--- src/rtl/duck_round_ctrl.sv ---
// Purpose : round/duck sequencer for the duck-hunt game: spawns ducks, times their flight,
//           tallies hits, advances rounds and ends the game.
// Latency : every output is a flop; responses appear one clk after the causing input/state.
// Backpressure: none; spawning stalls in SPAWN until hunt_start is high.
//
// Ports:
//   clk, rst                 clock and synchronous active-high reset
//   start                    UI start level (rising edge acts, only in IDLE/GAME_OVER)
//   hunt_start               shooting logic is ready to hunt
//   duck_killed              one-cycle hit pulse
//   bullets_left[5:0]        remaining ammunition
//   game_enable, game_over   game status
//   duck_spawn, duck_escaped one-cycle event pulses
//   round_num, ducks_left, round_hits, speed_level   round status for display/speed
//
// Build option: define DUCK_ESCAPE_TIMER_EN to build the escape timer; without it ducks only
// leave FLYING when hit and duck_escaped is tied low.
module duck_round_ctrl #(
    parameter int unsigned DUCKS_PER_ROUND = 10,
    parameter int unsigned PASS_HITS       = 6,
    parameter logic [31:0] ESCAPE_CYCLES   = 32'd325_000_000
) (
    input  logic       clk,
    input  logic       rst,
    input  logic       start,
    input  logic       hunt_start,
    input  logic       duck_killed,
    input  logic [5:0] bullets_left,
    output logic       game_enable,
    output logic       duck_spawn,
    output logic       duck_escaped,
    output logic [3:0] round_num,
    output logic [3:0] ducks_left,
    output logic [3:0] round_hits,
    output logic [2:0] speed_level,
    output logic       game_over
);

    if (DUCKS_PER_ROUND < 1 || DUCKS_PER_ROUND > 15 ||
        PASS_HITS < 1 || PASS_HITS > DUCKS_PER_ROUND ||
        ESCAPE_CYCLES == 32'd0) begin : g_param_check
        $error("duck_round_ctrl: parameter out of legal range");
    end

    localparam logic [3:0] DUCKS_INIT = 4'(DUCKS_PER_ROUND);
    localparam logic [3:0] PASS_MIN   = 4'(PASS_HITS);
    localparam logic [3:0] ROUND_MAX  = 4'd15;

    typedef enum logic [2:0] {
        S_IDLE,
        S_SPAWN,
        S_FLYING,
        S_NEXT,
        S_ROUND_END,
        S_GAME_OVER
    } state_t;

    state_t     state_q, state_d;
    logic       start_q, start_d;
    logic       start_armed_q, start_armed_d;
    logic       game_enable_q, game_enable_d;
    logic       duck_spawn_q, duck_spawn_d;
    logic [3:0] round_num_q, round_num_d;
    logic [3:0] ducks_left_q, ducks_left_d;
    logic [3:0] round_hits_q, round_hits_d;
    logic [2:0] speed_level_q, speed_level_d;
    logic       game_over_q, game_over_d;
    logic [3:0] round_next;
    logic       start_edge;

`ifdef DUCK_ESCAPE_TIMER_EN
    logic        duck_escaped_q, duck_escaped_d;
    logic [31:0] escape_timer_q, escape_timer_d;
`endif

    // Speed tracks the round number but tops out at 7.
    function automatic logic [2:0] speed_for(input logic [3:0] rnd);
        if (rnd >= 4'd8) begin
            return 3'd7;
        end
        return 3'(rnd - 4'd1);
    endfunction

    // start_armed_q is low for the first cycle after reset so that a start level held
    // through reset release is absorbed into start_q instead of looking like an edge.
    assign start_edge = start & ~start_q & start_armed_q;

    always_comb begin
        state_d       = state_q;
        start_d       = start;
        start_armed_d = 1'b1;
        game_enable_d = game_enable_q;
        duck_spawn_d  = 1'b0;
        round_num_d   = round_num_q;
        ducks_left_d  = ducks_left_q;
        round_hits_d  = round_hits_q;
        speed_level_d = speed_level_q;
        game_over_d   = game_over_q;
        round_next    = round_num_q;
`ifdef DUCK_ESCAPE_TIMER_EN
        duck_escaped_d = 1'b0;
        escape_timer_d = escape_timer_q;
`endif

        unique case (state_q)
            S_IDLE, S_GAME_OVER: begin
                if (start_edge) begin
                    state_d       = S_SPAWN;
                    round_num_d   = 4'd1;
                    ducks_left_d  = DUCKS_INIT;
                    round_hits_d  = 4'd0;
                    speed_level_d = 3'd0;
                    game_enable_d = 1'b1;
                    game_over_d   = 1'b0;
                end
            end

            S_SPAWN: begin
                if (hunt_start) begin
                    duck_spawn_d = 1'b1;
`ifdef DUCK_ESCAPE_TIMER_EN
                    // Loaded with N-1 so the escape pulse lands N cycles after the spawn pulse.
                    escape_timer_d = ESCAPE_CYCLES - 32'd1;
`endif
                    state_d = S_FLYING;
                end
            end

            S_FLYING: begin
                // A hit takes priority over a simultaneous timeout.
                if (duck_killed) begin
                    if (round_hits_q != 4'd15) begin
                        round_hits_d = round_hits_q + 4'd1;
                    end
                    if (ducks_left_q != 4'd0) begin
                        ducks_left_d = ducks_left_q - 4'd1;
                    end
                    state_d = S_NEXT;
                end
`ifdef DUCK_ESCAPE_TIMER_EN
                else if (escape_timer_q == 32'd0) begin
                    duck_escaped_d = 1'b1;
                    if (ducks_left_q != 4'd0) begin
                        ducks_left_d = ducks_left_q - 4'd1;
                    end
                    state_d = S_NEXT;
                end else begin
                    escape_timer_d = escape_timer_q - 32'd1;
                end
`endif
            end

            S_NEXT: begin
                if (bullets_left == 6'd0) begin
                    state_d       = S_GAME_OVER;
                    game_enable_d = 1'b0;
                    game_over_d   = 1'b1;
                end else if (ducks_left_q == 4'd0) begin
                    state_d = S_ROUND_END;
                end else begin
                    state_d = S_SPAWN;
                end
            end

            S_ROUND_END: begin
                if (round_hits_q >= PASS_MIN) begin
                    if (round_num_q != ROUND_MAX) begin
                        round_next = round_num_q + 4'd1;
                    end
                    round_num_d   = round_next;
                    speed_level_d = speed_for(round_next);
                    ducks_left_d  = DUCKS_INIT;
                    round_hits_d  = 4'd0;
                    state_d       = S_SPAWN;
                end else begin
                    // round_num and round_hits stay as they are for the score display.
                    state_d       = S_GAME_OVER;
                    game_enable_d = 1'b0;
                    game_over_d   = 1'b1;
                end
            end

            default: begin
                state_d = S_IDLE;
            end
        endcase
    end

    always_ff @(posedge clk) begin
        if (rst) begin
            state_q       <= S_IDLE;
            start_q       <= 1'b0;
            start_armed_q <= 1'b0;
            game_enable_q <= 1'b0;
            duck_spawn_q  <= 1'b0;
            round_num_q   <= 4'd1;
            ducks_left_q  <= DUCKS_INIT;
            round_hits_q  <= 4'd0;
            speed_level_q <= 3'd0;
            game_over_q   <= 1'b0;
        end else begin
            state_q       <= state_d;
            start_q       <= start_d;
            start_armed_q <= start_armed_d;
            game_enable_q <= game_enable_d;
            duck_spawn_q  <= duck_spawn_d;
            round_num_q   <= round_num_d;
            ducks_left_q  <= ducks_left_d;
            round_hits_q  <= round_hits_d;
            speed_level_q <= speed_level_d;
            game_over_q   <= game_over_d;
        end
    end

`ifdef DUCK_ESCAPE_TIMER_EN
    always_ff @(posedge clk) begin
        if (rst) begin
            duck_escaped_q <= 1'b0;
            escape_timer_q <= 32'd0;
        end else begin
            duck_escaped_q <= duck_escaped_d;
            escape_timer_q <= escape_timer_d;
        end
    end

    assign duck_escaped = duck_escaped_q;
`else
    assign duck_escaped = 1'b0;
`endif

    assign game_enable = game_enable_q;
    assign duck_spawn  = duck_spawn_q;
    assign round_num   = round_num_q;
    assign ducks_left  = ducks_left_q;
    assign round_hits  = round_hits_q;
    assign speed_level = speed_level_q;
    assign game_over   = game_over_q;

endmodule

--- config.mk ---
export PLATFORM = sky130hd
export DESIGN_NAME = duck_round_ctrl
export DESIGN_NICKNAME = d
export VERILOG_FILES = /design/src/rtl/duck_round_ctrl.sv
export SDC_FILE = /design/constraint.sdc
export NUM_CORES = 1
export LEC_CHECK = 0
export ABC_AREA = 1
export BUFFER_PORTS_ARGS = -buffer_cell sky130_fd_sc_hd__buf_2
export CORE_ASPECT_RATIO = 1.1
export CORE_MARGIN = 2
export CORE_UTILIZATION = 55
export DETAILED_ROUTE_END_ITERATION = 12
export GPL_ROUTABILITY_DRIVEN = 1
export PLACE_DENSITY = 0.88
export SETUP_SLACK_MARGIN = 0.1
export SLEW_MARGIN = 20
export SYNTH_ARGS = -nofsm -noshare
export SYNTH_HDL_FRONTEND = slang
export SYNTH_SLANG_ARGS = --single-unit
--- constraint.sdc ---
create_clock -name clk -period 2.7 [get_ports clk]
set_clock_uncertainty 0.15 [all_clocks]
set_input_delay 0.27 -clock clk [delete_from_list [all_inputs] [get_ports clk]]
set_output_delay 0.27 -clock clk [all_outputs]
set_load 0.02 [all_outputs]
==> impl_metrics.yaml, run 1 <==
status:
  outcome: "finished clean"
global_routing:
  antenna_found_initial: 0
  grt_pass1_wl_um: 4970
  grt_pass1_vias: 1222
  grt-ovfl-total: 0
  grt.total_usage_pct: 21.3
  grt_max_degree: 16
sta:
  clock.fmax_ghz: 0.515
  rsz0062_at_grt: "no"
  finalSetupTns_ns: 0
  hold_viol: 0
  hold_slack_ns: 0.0187
  finalCritPeriodShare_pct: 72.0
  slew_headroom_pct: 65.2
  slew_violations: 0
  worst_slew_pin_slew_ns: 0.522
  min_period_ns: 1.94
  setup-violations-final: 0
worst_hold_path:
  holdPathEnd: "start_q"
  hold_depth: 3
  hp-start: "start"
  min_path_type: "input pin to flop"
setup_path:
  critical_path.startpoint: "round_num[0]"
  critPathRequiredTime_ns: 2.80
  path_max_fanout: 6
  path_class: "flop to flop"
  rrSetupSlack_ns: 0.76
  r2r_cells: 10
  regToRegEndpoint: "speed_level[2]"
  r2r_start: "round_num[0]"
  worst_path_largest_cell_delay_ns: 0.46
  end_kind: "flop"
  cp_slowest_cell: "dfxtp_1"
  path_cells: "ha_1 -> nand3_1 -> o21ai_0 -> inv_1 -> ha_1 -> inv_1 -> nand2_1 -> nand3_1 -> nand2_1 -> a21oi_1"
  worstSetupStartpointType: "flop"
  worst-endpoint-arrival_ns: 2.04
yosys:
  synth.distinct_cells: 26
  synth_nets: 228
  syn_area_per_cell_um2: 6.56
  synth_area_um2: 1380
  yosys_warnings: 0
  synth-seq-cells: 23
  synth_cells: 211
  synth-seq-area-share_pct: 33.3
pwr:
  pwr-share-clk_pct: 11.9
  pwr-share-comb_pct: 51.9
  p_seq_share_pct: 36.2
  p_int_mw: 0.698
  p_leak_nw: 0.767
  power.switching_mw: 0.637
  ir_worst_vdd_mv: 0.574
  swShare_pct: 47.7
  power_density_nw_per_um2: 855
clock_tree:
  hold_buffers: 0
  clock-sinks: 23
  root_buffer: "clkbuf_4"
  cts_tree: "done"
  cts-buffers-inserted: 3
  clock_path_buffers: 2
  cts.clk_slew.worst_paths_ns: 0.13
  clk_latency_ns: 0.31
  ctsResizeCount: 0
  post-cts-setup-buffers: 0
  ctsHtreeMaxLevel: 1
flow_run:
  cap_violations: 0
detailed_routing:
  viasPerCell: 5.11
  postRouteAntennaNets: 0
  wl_um: 2740
  dr.pass1.iters: 4
  post-route-drc-count: 0
  wire_per_inst_um: 10.1
  drtIter0Drc: 56
  vias: 1380
floorplan:
  core_area_um2: 2450
  initial_utilization_pct: 56.5
  die_w_um: 51.8
  ios: 30
  die_h_um: 56.6
  rows: 19
  die_area_um2: 2930
placed_design:
  numPortBuffers: 28
  dpl-instance-area_um2: 1540
  hpwl_um: 2080
  place_congestion: 0.896
layout:
  nets: 257
  drive_above_1_share_pct: 20.1
  final_common_cell: "nand2_1"
  mostFrequentLayoutCells: "nand2_1 (60), buf_2 (28), nand3_1 (25), inv_1 (25), dfxtp_1 (23)"
  finish.instance_area_um2: 1560
  num_antenna_cells: 0
  nFillCells: 249
  area_growth_syn_to_layout_pct: 12.8
layer usage:
layer | up-vias | track usage, % | wire length (um)
li1 | 724 | - | -
met1 | 620 | 29.0 | 1300
met2 | 30 | 33.6 | 1280
met3 | 6 | 3.19 | 117
met4 | 0 | 7.89 | 42
met5 | - | 0 | 0
Yosys cell counts:
master	n	area share, %
a21oi_1	17	6.1
a21oi_2	1	0.63
a31oi_1	1	0.45
buf_2	1	0.36
buf_4	1	0.54
buf_6	1	0.81
clkbuf_1	1	0.27
conb_1	1	0.27
dfxtp_1	23	33
ha_1	6	5.4
inv_1	25	6.8
inv_2	4	1.1
nand2_1	60	16
nand2_2	4	1.8
nand2_4	1	0.81
nand3_1	25	9.0
nand3_2	2	1.4
nand4_1	2	0.90
nor2_1	19	5.2
nor2_2	3	1.4
nor2_4	2	1.6
nor3_1	1	0.36
o211ai_1	1	0.54
o21ai_0	4	1.4
xnor2_1	3	1.9
xor2_1	2	1.3
logic make-up after synthesis:
kind of cell	share of synthesized area (%)
AO/OA/AOI/OAI	9.22
XOR/XNOR	3.17
adder cells (fa/ha/maj)	5.42
buffers and inverters	9.85
flip-flops	33.3
other	0.271
AND/OR/NAND/NOR	38.8
sequential cells by signal, summed over array words and instances, names as in the netlist, 3 cells and up:
register     count
state_q          3
ducks_left       4
round_hits       4
round_num        4
speed_level      3
stage by stage:
step | setup slack (ns) | total power [mW] | util [%] | std cells
CTS | 0.752 | 1.34 | 63.8 | 270
detailed placement | 0.781 | 1.18 | 62.7 | 266
global route | 0.523 | 1.48 | 63.8 | 270
floorplan | 0.774 | 1.04 | - | 211
global placement | 0.794 | 1.17 | 62.7 | 266
finish | 0.756 | 1.34 | 63.8 | 270
power by group through the flow:
stage / clock [mW] / sequential [mW] / combinational [mW]
2_1_floorplan: 0 / 0.544 / 0.496
3_3_place_gp: 0 / 0.488 / 0.683
3_5_place_dp: 0 / 0.491 / 0.693
4_1_cts: 0.163 / 0.483 / 0.698
5_1_grt: 0.178 / 0.497 / 0.800
6_report: 0.159 / 0.483 / 0.694
layout make-up:
| class | instances | area, um2 | area share (%) |
|---|---|---|---|
| clock buffer | 4 | 26.3 | 1.68 |
| tap | 31 | 38.8 | 2.48 |
| sequential | 23 | 460 | 29.5 |
| multi-input combinational | 155 | 787 | 50.4 |
| inverter | 29 | 109 | 6.97 |
| timing repair buffer | 28 | 140 | 8.97 |
worst max-delay path: cells and delay by family, from the launching register on:
| kind | cells | cell delay (ns) |
|---|---|---|
| compound gates | 2 | 0.37 |
| simple gates | 4 | 0.35 |
| fa+ha+maj | 2 | 0.45 |
| flops | 1 | 0.46 |
| buf+inv | 2 | 0.12 |
worst max-delay path by stage:
stage                      to  cells past startpoint
2_1_floorplan  speed_level[2]                      9
3_3_place_gp   speed_level[2]                      9
3_5_place_dp   speed_level[2]                      9
4_1_cts        speed_level[2]                     10
5_1_grt        speed_level[2]                     10
6_report       speed_level[2]                     10
Note: power is estimated with default switching activity, not from simulation.
==> run 2: changes to the inputs <==
--- a/config.mk
+++ b/config.mk
@@ -9,10 +9,10 @@
 export BUFFER_PORTS_ARGS = -buffer_cell sky130_fd_sc_hd__buf_2
 export CORE_ASPECT_RATIO = 1.1
 export CORE_MARGIN = 2
-export CORE_UTILIZATION = 55
+export CORE_UTILIZATION = 53
 export DETAILED_ROUTE_END_ITERATION = 12
 export GPL_ROUTABILITY_DRIVEN = 1
-export PLACE_DENSITY = 0.88
+export PLACE_DENSITY = 0.85
 export SETUP_SLACK_MARGIN = 0.1
 export SLEW_MARGIN = 20
 export SYNTH_ARGS = -nofsm -noshare
==> constraint.sdc (replaced) <==
create_clock -name clk -period 1.9 [get_ports clk]
set_clock_uncertainty 0.15 [all_clocks]
set_input_delay 0.19 -clock clk [delete_from_list [all_inputs] [get_ports clk]]
set_output_delay 0.19 -clock clk [all_outputs]
set_load 0.02 [all_outputs]
==> run 2 against run 1 <==
Effect of this change:
- utilization grew 5.0 points
- clock power grew 45%
- routed wire length is 20% higher
- die area increased by 3.5%
- first-iteration DRC count is 36% lower
- combinational power rose by 67%
- register-to-register slack got worse by 0.53 ns
- global-route usage is 2.0 points higher
- clock-buffer cell count is 1 lower
- largest power group unchanged
==> impl_metrics.yaml, run 2 (synthesis results as in run 1) <==
status:
  outcome: "finished clean"
clock_tree:
  clk_latency_ns: 0.31
  cts.clk_slew.worst_paths_ns: 0.13
  cts-buffers-inserted: 3
  cts_tree: "done"
  ctsHtreeMaxLevel: 1
  clock-sinks: 23
  clock_path_buffers: 2
  root_buffer: "clkbuf_4"
placed_design:
  place_congestion: 0.885
  place_inst: 273
  place_ws_ns: 0.0316
  hpwl_um: 2280
  numPortBuffers: 28
detailed_routing:
  dr.pass1.iters: 4
  viasPerCell: 5.12
  post-route-drc-count: 0
  maxUsedRoutingLayer: "met4"
  wl_met1_um: 1440
  wire_per_inst_um: 11.6
  wl_um: 3270
  drtIter0Drc: 36
  wl_met2_um: 1630
  vias: 1449
  postRouteAntennaNets: 0
  wl_met3_um: 132
global_routing:
  grt_pass1_vias: 1282
  antenna_found_initial: 0
  grt-ovfl-total: 0
  grt.total_usage_pct: 23.3
  grt_max_degree: 15
  grt_pass1_wl_um: 5420
floorplan:
  initial_utilization_pct: 55.4
  rows: 19
  die_area_um2: 3040
  die_h_um: 57.6
  die_w_um: 52.7
  core_area_um2: 2500
  ios: 30
layout:
  drive_above_1_share_pct: 25.8
  area_growth_syn_to_layout_pct: 24.1
  final_common_cell: "nand2_1"
  post-route-util_pct: 68.8
  num_antenna_cells: 0
  nets: 270
  mostFrequentLayoutCells: "nand2_1 (60), buf_2 (28), inv_1 (25)"
  stdcell_count: 283
sta:
  fin_ws_ns: 0.223
  hold_slack_ns: 0.254
  finalSetupTns_ns: 0
  slew_violations: 0
  finalCritPeriodShare_pct: 88.3
  rsz0062_at_grt: "no"
  hold_viol: 0
  min_period_ns: 1.68
  clock.fmax_ghz: 0.596
  setup-violations-final: 0
worst_hold_path:
  hold_depth: 6
  min_path_type: "input pin to flop"
pwr:
  p_leak_nw: 0.838
  ir_worst_vdd_mv: 0.833
  power_density_nw_per_um2: 1200
setup_path:
  worstSetupStartpointType: "flop"
  end_kind: "flop"
  critPathRequiredTime_ns: 1.97
  path_max_fanout: 5
  path_class: "flop to flop"
  worst-endpoint-arrival_ns: 1.75
  r2r_cells: 9
flow_run:
  cap_violations: 0
run 2: changes by cell type in the layout (fill, tap and decap cells not counted), sizes merged:
cell	previous run	this run
dlygate4sd3	0	3
clkinv	0	1
buf	28	38
clkbuf	4	3
run 2: worst paths after layout:
path	start	endpoint	slack, ns
min	bullets_left[0]	state_q[2]	0.25
min reg2reg	speed_level[2]	speed_level[2]	0.32
max reg2reg	round_num[0]	speed_level[2]	0.22
max	round_num[0]	speed_level[2]	0.22
run 2: metrics by stage:
| stage | total power [mW] | area (um2) |
|---|---|---|
| after floorplan | 1.48 | 1390 |
| after global placement | 1.72 | 1590 |
| after detailed placement | 1.75 | 1590 |
| after CTS | 2.03 | 1680 |
| after global routing | 2.24 | 1720 |
| final | 2.07 | 1720 |
run 2: per-layer routing:
metal | GRT usage [%] | up-vias
li1 | - | 744
met1 | 30.2 | 651
met2 | 39.5 | 43
met3 | 2.36 | 11
met4 | 8.42 | 0
met5 | 0 | -
run 2: layout make-up:
type / instances / area (um2)
multi-input combinational: 155 / 828
fill: 232 / 779
sequential: 23 / 468
timing repair buffer: 41 / 245
inverter: 29 / 109
tap: 31 / 38.8
clock buffer: 3 / 22.5
clock inverter: 1 / 5.00
run 2: worst max-delay path: stages, from the launching register on:
cell	delay [ns]
dfxtp_4	0.39
ha_4	0.18
nand3_4	0.11
xor2_2	0.18
inv_1	0.06
ha_1	0.19
nand3_1	0.10
nand3_1	0.09
nand2_1	0.07
a21oi_1	0.05
run 2: repair_timing:
item                                    in CTS  in global routing
hold buffers                                 3                  0
endpoints found under the hold margin        3                  0
endpoints found under the setup margin       2                 11
pin swaps                                    1                  1
resized for setup                            6                  3
buffers inserted                             1                  2
run 2: power by group:
group	switching [mW]	internal (mW)
sequential	0.0956	0.582
combinational	0.740	0.418
clock	0.152	0.0788
